**config.mk**
```make
export PLATFORM = sky130hd
export DESIGN_NAME = ahb_master_arb
export DESIGN_NICKNAME = d
export VERILOG_FILES = /design/src/rtl/ahb_master_arb.sv
export SDC_FILE = /design/constraint.sdc
export NUM_CORES = 1
export LEC_CHECK = 0
export BUFFER_PORTS_ARGS = -buffer_cell sky130_fd_sc_hd__buf_2
export CORE_MARGIN = 10
export CORE_UTILIZATION = 47
export CTS_CLUSTER_SIZE = 40
export DETAILED_ROUTE_END_ITERATION = 12
export HOLD_SLACK_MARGIN = 0.06
export PLACE_DENSITY = 0.87
export SYNTH_ARGS = -nofsm -noshare
export SYNTH_HDL_FRONTEND = slang
export SYNTH_SLANG_ARGS = --single-unit
```
**constraint.sdc**
```tcl
create_clock -name Hclk -period 2.8 [get_ports Hclk]
set_input_delay 0.28 -clock Hclk [delete_from_list [all_inputs] [get_ports Hclk]]
set_output_delay 0.28 -clock Hclk [all_outputs]
set_load 0.02 [all_outputs]
```
**src/rtl/ahb_master_arb.sv**
```systemverilog
// rtl/ahb_master_arb.sv - two-requester AHB master with round-robin arbitration
// Define ARB_FIXED_PRIORITY_EN to make requester 0 win every contested arbitration.
module ahb_master_arb #(
  parameter int HSIZE  = 2,
  parameter int MAXLEN = 4
) (
  input  logic        Hclk,
  input  logic        Hresetn,
  input  logic [1:0]  req,
  input  logic [1:0]  cmd_wr,
  input  logic [63:0] cmd_addr,
  input  logic [5:0]  cmd_len,
  input  logic [63:0] cmd_wdata,
  output logic [1:0]  gnt,
  output logic [1:0]  wd_pop,
  output logic        rd_valid,
  output logic [31:0] rd_data,
  output logic        rd_id,
  output logic [1:0]  done,
  output logic [31:0] Haddr,
  output logic [31:0] Hwdata,
  output logic        Hwrite,
  output logic        Hreadyin,
  output logic [1:0]  Htrans,
  output logic [2:0]  Hsize,
  output logic [2:0]  Hburst,
  input  logic        Hreadyout,
  input  logic [31:0] Hrdata
);

  typedef enum logic [1:0] {S_IDLE, S_ADDR, S_BURST, S_LAST} state_t;

  localparam logic [31:0] ADDR_INC   = 32'd1 << HSIZE;
  localparam logic [2:0]  MAX_LEN_M1 = 3'(MAXLEN - 1);

  state_t      r_state;
  logic [1:0]  r_gnt;
  logic        r_gidx;
  logic        r_rr_ptr;
  logic [2:0]  r_left;
  logic [31:0] r_haddr;
  logic [31:0] r_hwdata;
  logic        r_hwrite;
  logic        r_hreadyin;
  logic [1:0]  r_htrans;
  logic [2:0]  r_hburst;
  logic        r_rd_valid;
  logic [31:0] r_rd_data;
  logic        r_rd_id;
  logic [1:0]  r_done;

  logic        w_pick;
  logic [2:0]  w_len_raw;
  logic [2:0]  w_len;
  logic        w_addr_phase;

  always_comb begin
    w_pick = req[1] & ~req[0];
    if (&req) begin
`ifdef ARB_FIXED_PRIORITY_EN
      w_pick = 1'b0;
`else
      w_pick = r_rr_ptr;
`endif
    end
  end

  assign w_len_raw    = w_pick ? cmd_len[5:3] : cmd_len[2:0];
  assign w_len        = (w_len_raw > MAX_LEN_M1) ? MAX_LEN_M1 : w_len_raw;
  assign w_addr_phase = (r_state == S_ADDR) || (r_state == S_BURST);

  // Combinational so the requester can present its next beat on the following cycle.
  assign wd_pop = (w_addr_phase && r_hwrite && Hreadyout) ? r_gnt : 2'b00;

  always_ff @(posedge Hclk or negedge Hresetn) begin
    if (!Hresetn) begin
      r_state    <= S_IDLE;
      r_gnt      <= 2'b00;
      r_gidx     <= 1'b0;
      r_rr_ptr   <= 1'b0;
      r_left     <= 3'd0;
      r_haddr    <= 32'd0;
      r_hwdata   <= 32'd0;
      r_hwrite   <= 1'b0;
      r_hreadyin <= 1'b0;
      r_htrans   <= 2'b00;
      r_hburst   <= 3'b000;
      r_rd_valid <= 1'b0;
      r_rd_data  <= 32'd0;
      r_rd_id    <= 1'b0;
      r_done     <= 2'b00;
    end else begin
      r_hreadyin <= 1'b1;
      r_rd_valid <= 1'b0;
      r_done     <= 2'b00;
      case (r_state)
        S_IDLE: begin
          if (|req) begin
            r_gidx   <= w_pick;
            r_gnt    <= w_pick ? 2'b10 : 2'b01;
            r_haddr  <= w_pick ? cmd_addr[63:32] : cmd_addr[31:0];
            r_hwrite <= cmd_wr[w_pick];
            r_left   <= w_len;
            r_hburst <= (w_len == 3'd0) ? 3'b000 : 3'b001;
            r_htrans <= 2'b10;
            r_state  <= S_ADDR;
          end
        end
        S_ADDR, S_BURST: begin
          if (Hreadyout) begin
            // In BURST the previous beat's data phase completes alongside this address phase.
            if (r_state == S_BURST && !r_hwrite) begin
              r_rd_valid <= 1'b1;
              r_rd_data  <= Hrdata;
              r_rd_id    <= r_gidx;
            end
            if (r_hwrite) begin
              r_hwdata <= r_gidx ? cmd_wdata[63:32] : cmd_wdata[31:0];
            end
            r_haddr <= r_haddr + ADDR_INC;
            if (r_left == 3'd0) begin
              r_htrans <= 2'b00;
              r_state  <= S_LAST;
            end else begin
              r_left   <= r_left - 3'd1;
              r_htrans <= 2'b11;
              r_state  <= S_BURST;
            end
          end
        end
        S_LAST: begin
          if (Hreadyout) begin
            if (!r_hwrite) begin
              r_rd_valid <= 1'b1;
              r_rd_data  <= Hrdata;
              r_rd_id    <= r_gidx;
            end
            r_done   <= r_gnt;
            r_gnt    <= 2'b00;
            r_rr_ptr <= ~r_gidx;
            r_state  <= S_IDLE;
          end
        end
        default: r_state <= S_IDLE;
      endcase
    end
  end

  assign gnt      = r_gnt;
  assign rd_valid = r_rd_valid;
  assign rd_data  = r_rd_data;
  assign rd_id    = r_rd_id;
  assign done     = r_done;
  assign Haddr    = r_haddr;
  assign Hwdata   = r_hwdata;
  assign Hwrite   = r_hwrite;
  assign Hreadyin = r_hreadyin;
  assign Htrans   = r_htrans;
  assign Hsize    = 3'(HSIZE);
  assign Hburst   = r_hburst;

endmodule

```
==> impl_results.md, run 1 <==
- Status: completed
- Cts bufs inserted: 17
- Summed instance area of the synthesized netlist: 5960 um^2
- Core area: 12500 um^2
- Starting density of the core: 47.6%
- N_diodes: 0
- Setup WS pre-CTS: 0.422 ns
- Syn. warnings: 0
- Top achievable clock speed: 404 MHz
- DPL Wire Length: 14.1 mm
- Number of detailed-routing iterations run before antenna repair: 4
- Multi-input logic area: 2860 um^2
- Chip Height: 133 um
- Buffers added on ports: 281
- Type of destination of the critical path: output port
- Clock-pin transition on the worst setup and hold timing paths: 0.05 ns
- CTS Hold Buffers Added: 1
- Overall routing resource usage: 19.8%
- Total power: 10.6 mW
- Crit-path max cell delay: 0.49 ns
- Max H-tree Level: 4
- Fraction of synthesis flops using an asynchronous set or reset pin: 100%
- Vias per Instance: 5.29
- RSZ-0062 raised after global routing: no
- Layout cell share with drive strength beyond 1: 45.3%
- Clock Skews: 0.00873 ns
- Max-slew headroom: 37.6%
- Startpoint of the worst hold path: Hrdata[26]
- Endpoint arrival time on the critical path: 2.20 ns
- Total of fill cells in the finished design: 1063
- Area added between synthesis and finish: 36.3%
- Crit path buffers/inverters: 2
- Number of global-route vias before repair: 5684
- Site Rows: 41
- Proportion of synthesized chip area in sequential cells: 47.9%
- Number of DRC violations after detailed-routing iteration 0: 381
- Number of buffers added for setup after CTS: 0
- Number of enable flip-flop cells after synthesis: 0
- Power per cell area: 1300 nW/um^2
- Number of synthesized register bits: 114
- Cells traversed along the worst timing path: inv_1 > ha_1 > nand3_2 > nor2_1 > buf_2
- Antenna violations before repair: 0
- First-pass GRT wire length: 28.4 mm
- Gate count of the mapped netlist: 577
- Die X-Extent: 133 um
- Routed len/inst: 17.4 um
- Post-layout util: 64.9%
- CP delay by family, top: simple AND/OR/NAND/NOR gates
- Crit path from: r_state[1]
- Number of hold-slack violations in the final timing report: 0
- Resize count post-CTS: 0
- Aggregate routed wire length: 18.0 mm
- End point of the critical path: wd_pop[0]
- Setup slack of the most critical reg-to-reg path: 0.39 ns
- TritonCTS clock tree: yes
- Kind of launch point of the worst setup path: flip-flop
- CTS Sinks: 114
- DR vias: 5474
- Sequential cell area in the final layout: 2850 um^2
- Minimum period implied by the final worst setup slack: 2.48 ns
- Most frequently used flop master after synthesis: sky130_fd_sc_hd__dfrtp_1
- RePlAce Congestion: 0.909
- Worst skew pair latency: 0.41 ns
- Max-slew violations: 0
- Number of DRC violations after detailed routing: 0
- CP Class: reg -> out
- Required time reported for the critical path endpoint: 2.52 ns
- Clock tree buffer depth: 2
- CTS root buffer: sky130_fd_sc_hd__clkbuf_16
- Standard cell with the maximum stage delay on the critical path: sky130_fd_sc_hd__ha_1
- Number of failing setup endpoints in the final timing report: 0
- Synth Area per Inst: 10.3 um^2
- Number of max-cap violations: 0
- Class of the most critical hold timing path: in -> reg
- Largest net degree at the start of global routing: 86
- Crit share post-route: 88.4%
- Nets@finish: 1031
- Sum of negative setup slack: 0 ns
- Ports placed on the boundary: 287
- Capture point of the worst reg-to-reg path: Haddr[24]
- Unique masters post-synth: 50
- Transition time at the pin with the least slew margin: 0.936 ns
- Post-Route Hold Slack: 0.100 ns
- Aggregate global routing overflow: 0
- Max Fanout on Critical Path: 23
- Peak supply drop: 0.000496 V
- Number of cell instances on the worst register-to-register path: 7
- Launching point of the worst reg2reg path: r_state[1]
- Number of logic stages on the critical path including buffering: 5
- Total leakage power: 4.07 nW
- Crit path setup slack, layout: 0.324 ns
- Die Area: 17600 um^2
- Number of routed nets with antenna violations: 0
-- Yosys cell counts, drive strengths merged, types with 6 or more instances --
master  count  share of area [%]
ha          6                1.3
clkbuf     15               0.94
nor3        9               0.92
a21oi      24                2.0
o22ai      27                2.8
nand2      74                4.7
nand3      22                1.9
o21ai      54                4.6
dfrtp     114                 48
buf        25                2.8
nor2       22                1.4
mux2i      56                9.4
mux2       59                 11
nand4      11                1.4
inv        13               0.82
a31oi       6               0.63
-- registers in the layout, summed over array words and instances, names as in the netlist --
signal / cells
r_state: 2
done: 2
rd_id: 1
Htrans: 2
Hwrite: 1
Hreadyin: 1
gnt: 2
rd_data: 32
r_left: 3
Haddr: 32
Hwdata: 32
r_gidx: 1
rd_valid: 1
r_rr_ptr: 1
Hburst: 1
-- kinds of logic (layout without fill, tap and decap cells) --
group / after synthesis / count (layout) / synth area share (%)
AO/OA/AOI/OAI: 129 / 129 / 12.8
adder cells (fa/ha/maj): 6 / 6 / 1.26
buffers and inverters: 53 / 335 / 4.56
flip-flops: 114 / 114 / 47.9
multiplexers: 115 / 115 / 20.6
other: 2 / 6 / 0.126
AND/OR/NAND/NOR: 158 / 158 / 12.7
-- how the worst min path moves through the flow --
stage,depth (start not counted),end,slack [ns]
floorplan,0,Haddr[0],-0.02
global placement,1,Hwdata[27],0.22
detailed placement,1,Hwdata[24],0.23
CTS,2,rd_data[26],0.08
global route,2,rd_data[3],0.09
finish,2,rd_data[26],0.10
-- metal layers --
layer / GRT usage [%] / share of wire [%] / vias to the layer above / routed length (um)
li1: - / - / 2632 / -
met1: 21.6 / 39 / 2544 / 6980
met2: 33.8 / 50 / 262 / 8980
met3: 7.12 / 8.6 / 36 / 1550
met4: 8.92 / 2.7 / 0 / 484
met5: 0 / 0 / - / 0
-- worst register-to-register path, stage by stage (launching register included) --
cell                       delay [ns]
sky130_fd_sc_hd__dfrtp_1         0.38
sky130_fd_sc_hd__inv_1           0.07
sky130_fd_sc_hd__ha_1            0.49
sky130_fd_sc_hd__buf_4           0.45
sky130_fd_sc_hd__o211ai_2        0.23
sky130_fd_sc_hd__nor4_1          0.36
sky130_fd_sc_hd__and4_1          0.25
sky130_fd_sc_hd__nor3_1          0.05
-- power breakdown --
part           total, mW  switching (mW)  internal (mW)
Sequential          3.27           0.789           2.48
Clock               2.22           0.728           1.50
Combinational       5.08            3.06           2.02
-- metrics by stage --
stage | instances | cell area [um^2]
after floorplan | 581 | 5970
after global placement | 1004 | 7500
after detailed placement | 1004 | 7500
after CTS | 1035 | 8120
after global routing | 1035 | 8120
final | 1035 | 8120
-- layout make-up --
class,count,area share [%]
multi-input combinational,414,35.3
sequential,114,35.1
timing repair buffer,292,18.9
clock buffer,20,5.50
tap,172,2.65
clock inverter,10,1.97
inverter,13,0.601
-- cells in the final DEF (no fill, tap or decap), types with 3 or more instances in the layout --
| master | netlist | routed |
|---|---|---|
| sky130_fd_sc_hd__a21oi_1 | 24 | 24 |
| sky130_fd_sc_hd__a22o_1 | 4 | 4 |
| sky130_fd_sc_hd__a31oi_1 | 6 | 6 |
| sky130_fd_sc_hd__buf_12 | 0 | 3 |
| sky130_fd_sc_hd__buf_2 | 13 | 280 |
| sky130_fd_sc_hd__buf_4 | 5 | 8 |
| sky130_fd_sc_hd__bufinv_16 | 0 | 4 |
| sky130_fd_sc_hd__clkbuf_16 | 0 | 17 |
| sky130_fd_sc_hd__clkinvlp_4 | 0 | 4 |
| sky130_fd_sc_hd__conb_1 | 2 | 6 |
| sky130_fd_sc_hd__dfrtp_1 | 114 | 113 |
| sky130_fd_sc_hd__ha_1 | 6 | 6 |
| sky130_fd_sc_hd__inv_1 | 13 | 13 |
| sky130_fd_sc_hd__mux2_2 | 58 | 58 |
| sky130_fd_sc_hd__mux2i_1 | 56 | 56 |
| sky130_fd_sc_hd__nand2_1 | 74 | 74 |
| sky130_fd_sc_hd__nand2b_1 | 5 | 5 |
| sky130_fd_sc_hd__nand3_1 | 21 | 20 |
| sky130_fd_sc_hd__nand4_1 | 9 | 9 |
| sky130_fd_sc_hd__nor2_1 | 22 | 21 |
| sky130_fd_sc_hd__nor3_1 | 7 | 7 |
| sky130_fd_sc_hd__nor4_1 | 3 | 3 |
| sky130_fd_sc_hd__o21ai_0 | 45 | 45 |
| sky130_fd_sc_hd__o21ai_1 | 8 | 8 |
| sky130_fd_sc_hd__o22ai_1 | 27 | 27 |
Power figures use the tool's default switching activity.
==> inputs of run 2 (changes only) <==
--- a/config.mk
+++ b/config.mk
@@ -6,11 +6,11 @@
 export NUM_CORES = 1
 export LEC_CHECK = 0
 export BUFFER_PORTS_ARGS = -buffer_cell sky130_fd_sc_hd__buf_2
+export CORE_ASPECT_RATIO = 2
 export CORE_MARGIN = 10
 export CORE_UTILIZATION = 47
-export CTS_CLUSTER_SIZE = 40
+export CTS_CLUSTER_SIZE = 10
 export DETAILED_ROUTE_END_ITERATION = 12
-export HOLD_SLACK_MARGIN = 0.06
 export PLACE_DENSITY = 0.87
 export SYNTH_ARGS = -nofsm -noshare
 export SYNTH_HDL_FRONTEND = slang
==> impl_results.md, run 2 (same netlist as run 1, synthesis figures left out) <==
- N_diodes: 0 (unchanged)
- Die Area: 17900 um^2 (+1.6%)
- Class of the most critical hold timing path: in -> reg
- Number of max-cap violations: 0 (unchanged)
- Chip Height: 179 um (+35%)
- Vias per Instance: 5.48 (+3.7%)
- CTS root buffer: sky130_fd_sc_hd__clkbuf_16
- Startpoint of the worst hold path: Hrdata[12]
- CP Class: reg -> out
- Transition time at the pin with the least slew margin: 0.751 ns (-0.185 ns)
- Minimum period implied by the final worst setup slack: 2.41 ns (-0.0645 ns)
- Launching point of the worst reg2reg path: r_state[0]
- Antenna violations before repair: 2 (+2)
- Sum of negative setup slack: 0 ns (unchanged)
- Overall routing resource usage: 20.7% (+0.93 points)
- DP Cell Count: 984 (-2.0%)
- Cts bufs inserted: 17 (unchanged)
- DPL Wire Length: 15.3 mm (+8.6%)
- Endpoint arrival time on the critical path: 2.13 ns (-0.07 ns)
- Type of destination of the critical path: output port
- Total of fill cells in the finished design: 1042 (-2.0%)
- Aggregate routed wire length: 19.4 mm (+7.7%)
- Max-slew headroom: 49.9% (+12 points)
- Max Fanout on Critical Path: 15 (-35%)
- Layout cell share with drive strength beyond 1: 45.7% (+0.37 points)
- Number of hold-slack violations in the final timing report: 0 (unchanged)
- Most used cells in the layout excluding fill and tap cells: sky130_fd_sc_hd__buf_2, sky130_fd_sc_hd__dfrtp_1, sky130_fd_sc_hd__nand2_1, sky130_fd_sc_hd__mux2_2, sky130_fd_sc_hd__mux2i_1
- Clock Skews: 0.0124 ns (+0.00367 ns)
- Nets@finish: 1033 (+0.19%)
- Setup WS pre-CTS: 0.541 ns (+0.119 ns)
- Resize count post-CTS: 0 (unchanged)
- RePlAce Congestion: 0.901 (-0.86%)
- Number of DRC violations after detailed-routing iteration 0: 182 (-52%)
- Crit path setup slack, layout: 0.389 ns (+0.0645 ns)
- First-pass GRT wire length: 29.9 mm (+5.4%)
- Max-slew violations: 0 (unchanged)
- Worst skew pair latency: 0.40 ns (about the same)
- Number of detailed-routing iterations run before antenna repair: 4 (unchanged)
- DR vias: 5576 (+1.9%)
- Crit path from: r_state[1]
- Post-layout instance count excluding filler cells: 1017 (-1.7%)
- Largest net degree at the start of global routing: 59 (-31%)
- Kind of launch point of the worst setup path: flip-flop
- Power per cell area: 1330 nW/um^2 (+1.9%)
- Crit share post-route: 86.1% (-2.3 points)
- CTS Sinks: 114 (unchanged)
- Starting density of the core: 47.7% (+0.13 points)
- Status: completed
- Core area: 12500 um^2 (-0.28%)
- RSZ-0062 raised after global routing: no
- Top achievable clock speed: 415 MHz (+2.7%)
- Number of buffers added for setup after CTS: 0 (unchanged)
- Site Rows: 58 (+41%)
- CTS Hold Buffers Added: 1 (unchanged)
- Routed len/inst: 19.1 um (+9.6%)
- Number of DRC violations after detailed routing: 0 (unchanged)
- Total leakage power: 4.10 nW (+0.68%)
- Clock tree buffer depth: 2 (unchanged)
- Number of failing setup endpoints in the final timing report: 0 (unchanged)
- Required time reported for the critical path endpoint: 2.52 ns (about the same)
- Number of routed nets with antenna violations: 0 (unchanged)
- Buffers added on ports: 281 (unchanged)
- Area added between synthesis and finish: 36.5%
- Clock-pin transition on the worst setup and hold timing paths: 0.06 ns (about the same)
- TritonCTS clock tree: yes
- Aggregate global routing overflow: 0 (unchanged)
- Number of global-route vias before repair: 6034 (+6.2%)
- Ports placed on the boundary: 287 (unchanged)
- Max H-tree Level: 4 (unchanged)
- Most common cell after layout, fill and taps aside: sky130_fd_sc_hd__buf_2
- Peak supply drop: 0.000822 V (+66%)
- Die X-Extent: 99.6 um (-25%)
-- run 2: final timing paths --
check                           cells past startpoint  slack (ns)           to
worst max-delay path                                5        0.39    wd_pop[0]
worst min-delay path                                2        0.11  rd_data[12]
worst max register to register                      7        0.54    Haddr[24]
worst min register to register                      2        0.47   Hwdata[20]
max in group asynchronous                           3        1.46       r_gidx
min in group asynchronous                           2        0.54   rd_data[9]
-- run 2: cell type report --
class                   instances  area [um^2]  area share [%]
multi-input cells             414         2860            35.2
clock inverters                14          201            2.48
repair buffers                294         1550            19.0
inverters                      13         48.8           0.600
flip-flops and latches        114         2850            35.1
clock buffers                  18          429            5.28
well taps                     150          188            2.31
-- run 2: worst max-delay path: stages, from the launching register on --
cell                      delay (ns)
sky130_fd_sc_hd__dfrtp_1        0.37
sky130_fd_sc_hd__inv_1          0.07
sky130_fd_sc_hd__ha_1           0.63
sky130_fd_sc_hd__nand3_2        0.30
sky130_fd_sc_hd__nor2_1         0.17
sky130_fd_sc_hd__buf_2          0.20
-- run 2: stage by stage --
step	utilization, %	power (mW)	hold WS, ns	instance area, um^2
after floorplan	-	6.80	-0.0156	5970
after global placement	60.0	8.33	0.379	7490
after detailed placement	60.0	8.52	0.385	7490
after CTS	65.1	10.9	0.0916	8130
after global routing	65.1	11.5	0.0989	8130
final	65.1	10.8	0.106	8130
-- run 2: metal layers --
metal  track usage, %  share of wire, %
met4             10.1               3.0
met3             8.14               9.9
met5                0              0.14
met2             38.0                53
met1             19.3                34
-- run 2: report_power, final --
part	total, mW	switching, mW	internal [mW]
clock network	2.30	0.799	1.50
registers	3.24	0.769	2.48
logic	5.24	3.18	2.06
==> inputs of run 3 (changes only) <==
--- a/config.mk
+++ b/config.mk
@@ -7,7 +7,6 @@
 export LEC_CHECK = 0
 export BUFFER_PORTS_ARGS = -buffer_cell sky130_fd_sc_hd__buf_2
 export CORE_ASPECT_RATIO = 2
-export CORE_MARGIN = 10
 export CORE_UTILIZATION = 47
 export CTS_CLUSTER_SIZE = 10
 export DETAILED_ROUTE_END_ITERATION = 12
==> impl_results.md, run 3 (same netlist as run 1, synthesis figures left out) <==
- RePlAce Congestion: 0.938 (+4.1%)
- Number of max-cap violations: 0 (unchanged)
- Number of failing setup endpoints in the final timing report: 0 (unchanged)
- Min-Delay Path Depth: 2 (unchanged)
- CTS Sinks: 114 (unchanged)
- Site Rows: 57 (-1.7%)
- Starting density of the core: 48.6% (+0.84 points)
- Sum of negative setup slack: 0 ns (unchanged)
- Core area: 12300 um^2 (-1.7%)
- Die X-Extent: 81.6 um (-18%)
- Aggregate routed wire length: 17.2 mm (-11%)
- Launching point of the worst reg2reg path: Haddr[10]
- Number of routed nets with antenna violations: 0 (unchanged)
- Ports placed on the boundary: 287 (unchanged)
- Cells traversed along the worst timing path: inv_1 > ha_1 > buf_4 > nand3_2 > nor2_1 > buf_2
- Number of DRC violations after detailed routing: 0 (unchanged)
- Total leakage power: 4.08 nW (-0.40%)
- Post-Route Hold Slack: 0.0995 ns (-0.00702 ns)
- Crit share post-route: 82.7% (-3.5 points)
- Chip Height: 161 um (-10%)
- Buffers added on ports: 281 (unchanged)
- Routed len/inst: 17.0 um (-11%)
- Number of hold-slack violations in the final timing report: 0 (unchanged)
- Max-slew headroom: 34.6% (-15 points)
- Cts bufs inserted: 17 (unchanged)
- Type of destination of the critical path: output port
- Setup WS pre-CTS: 0.591 ns (+0.0498 ns)
- Crit-path max cell delay: 0.50 ns (-0.13 ns)
- Endpoint arrival time on the critical path: 2.03 ns (-0.10 ns)
- Clock-pin transition on the worst setup and hold timing paths: 0.06 ns (about the same)
- Multi-input logic area: 2860 um^2 (unchanged)
- Clock tree buffer depth: 2 (unchanged)
- Worst skew pair latency: 0.41 ns (about the same)
- Status: completed
- Minimum period implied by the final worst setup slack: 2.31 ns (-0.0966 ns)
- Clock Skews: 0.0120 ns (-0.000416 ns)
- Power per cell area: 1320 nW/um^2 (-0.87%)
- Largest net degree at the start of global routing: 65 (+10%)
- Required time reported for the critical path endpoint: 2.52 ns (about the same)
- Sequential cell area in the final layout: 2850 um^2 (unchanged)
- Startpoint of the worst hold path: Hrdata[16]
- Standard cell with the maximum stage delay on the critical path: sky130_fd_sc_hd__ha_1
- Top achievable clock speed: 432 MHz (+4.2%)
- Total of fill cells in the finished design: 982 (-5.8%)
- CP Class: reg -> out
- First-pass GRT wire length: 26.7 mm (-11%)
- DR vias: 5560 (-0.29%)
- Transition time at the pin with the least slew margin: 0.981 ns (+0.229 ns)
- Number of global-route vias before repair: 5543 (-8.1%)
- Capture point of the worst reg-to-reg path: Haddr[31]
- Most used cells in the layout excluding fill and tap cells: sky130_fd_sc_hd__buf_2, sky130_fd_sc_hd__dfrtp_1, sky130_fd_sc_hd__nand2_1, sky130_fd_sc_hd__mux2_2, sky130_fd_sc_hd__mux2i_1
- RSZ-0062 raised after global routing: no
- Number of detailed-routing iterations run before antenna repair: 4 (unchanged)
- Die Area: 13200 um^2 (-26%)
- Class of the most critical hold timing path: in -> reg
- TritonCTS clock tree: yes
- Most common cell after layout, fill and taps aside: sky130_fd_sc_hd__buf_2
- Kind of launch point of the worst setup path: flip-flop
- Crit path setup slack, layout: 0.485 ns (+0.0966 ns)
- Setup slack of the most critical reg-to-reg path: 0.54 ns (about the same)
- Antenna violations before repair: 0 (-2)
- Number of cell instances on the worst register-to-register path: 5 (-2)
- Number of DRC violations after detailed-routing iteration 0: 191 (+4.9%)
- Nets@finish: 1031 (-0.19%)
- Layout cell share with drive strength beyond 1: 45.7% (about the same)
- Vias per Instance: 5.49 (+0.11%)
- Max-slew violations: 0 (unchanged)
- Aggregate global routing overflow: 0 (unchanged)
- DPL Wire Length: 12.8 mm (-17%)
- Max H-tree Level: 4 (unchanged)
- Max Fanout on Critical Path: 20 (+5)
- Peak supply drop: 0.000891 V (+8.5%)
- CTS root buffer: sky130_fd_sc_hd__clkbuf_16
- Area added between synthesis and finish: 35.8%
- Hold path endpoint: rd_data[16]
- Overall routing resource usage: 27.0% (+6.2 points)
[run 3: changes by cell type in the layout (fill, tap and decap cells not counted)]
| cell | previous run | this run |
|---|---|---|
| sky130_fd_sc_hd__buf_4 | 10 | 8 |
| sky130_fd_sc_hd__bufinv_16 | 4 | 3 |
| sky130_fd_sc_hd__clkbuf_1 | 1 | 0 |
| sky130_fd_sc_hd__clkinv_2 | 1 | 3 |
| sky130_fd_sc_hd__clkinv_4 | 2 | 6 |
| sky130_fd_sc_hd__clkinvlp_4 | 2 | 1 |
| sky130_fd_sc_hd__diode_2 | 0 | 1 |
| sky130_fd_sc_hd__inv_6 | 5 | 2 |
[run 3: layout make-up]
type | instances | share of cell area (%)
diodes | 1 | 0.0309
clock buffers | 17 | 5.26
clock inverters | 15 | 2.26
inverters | 13 | 0.603
multi-input cells | 414 | 35.4
flip-flops and latches | 114 | 35.3
well taps | 147 | 2.27
repair buffers | 292 | 18.9
[run 3: power breakdown]
| group | total [mW] | internal, mW | switching (mW) |
|---|---|---|---|
| sequential | 3.28 | 2.48 | 0.805 |
| clock | 2.22 | 1.41 | 0.814 |
| combinational | 5.14 | 2.05 | 3.10 |
[run 3: routing by layer]
layer	vias up	global-route usage (%)	share of wire [%]
li1	2637	-	-
met1	2563	27.0	35
met2	312	47.3	54
met3	48	8.98	8.1
met4	0	14.3	3.7
met5	-	0.833	0
[run 3: metrics by stage]
| stage | utilization [%] | power [mW] | instance area (um^2) | cells |
|---|---|---|---|---|
| detailed placement | 60.9 | 8.39 | 7470 | 979 |
| floorplan | - | 6.80 | 5970 | 581 |
| global placement | 60.9 | 8.20 | 7470 | 979 |
| finish | 66.0 | 10.6 | 8090 | 1013 |
| global route | 66.0 | 11.3 | 8090 | 1012 |
| CTS | 66.0 | 10.6 | 8090 | 1012 |
[run 3: how the worst max path moves through the flow]
stage          slack, ns  depth (start not counted)     endpoint        from
6_report            0.49                          6    wd_pop[1]  r_state[0]
4_1_cts             0.48                          6    wd_pop[0]  r_state[0]
2_1_floorplan       0.80                          7  rd_data[10]  r_state[0]
5_1_grt             0.33                          5    Haddr[31]   Haddr[10]
3_3_place_gp        0.68                          6     Haddr[3]  r_state[0]
3_5_place_dp        0.59                          8    Haddr[24]  r_state[0]
[run 3: timing repair]
item                      in CTS  in global routing
hold buffers                   1                  0
resized for setup              0                  0
setup buffers                  0                  0
hold endpoints to repair      39                  0
[run 3: critical path: cells and delay by family, from the launching register on]
kind	cells	cell delay (ns)
AND/OR/NAND/NOR	2	0.20
buffers and inverters	3	0.55
flip-flops	1	0.37
adder cells (fa/ha/maj)	1	0.50
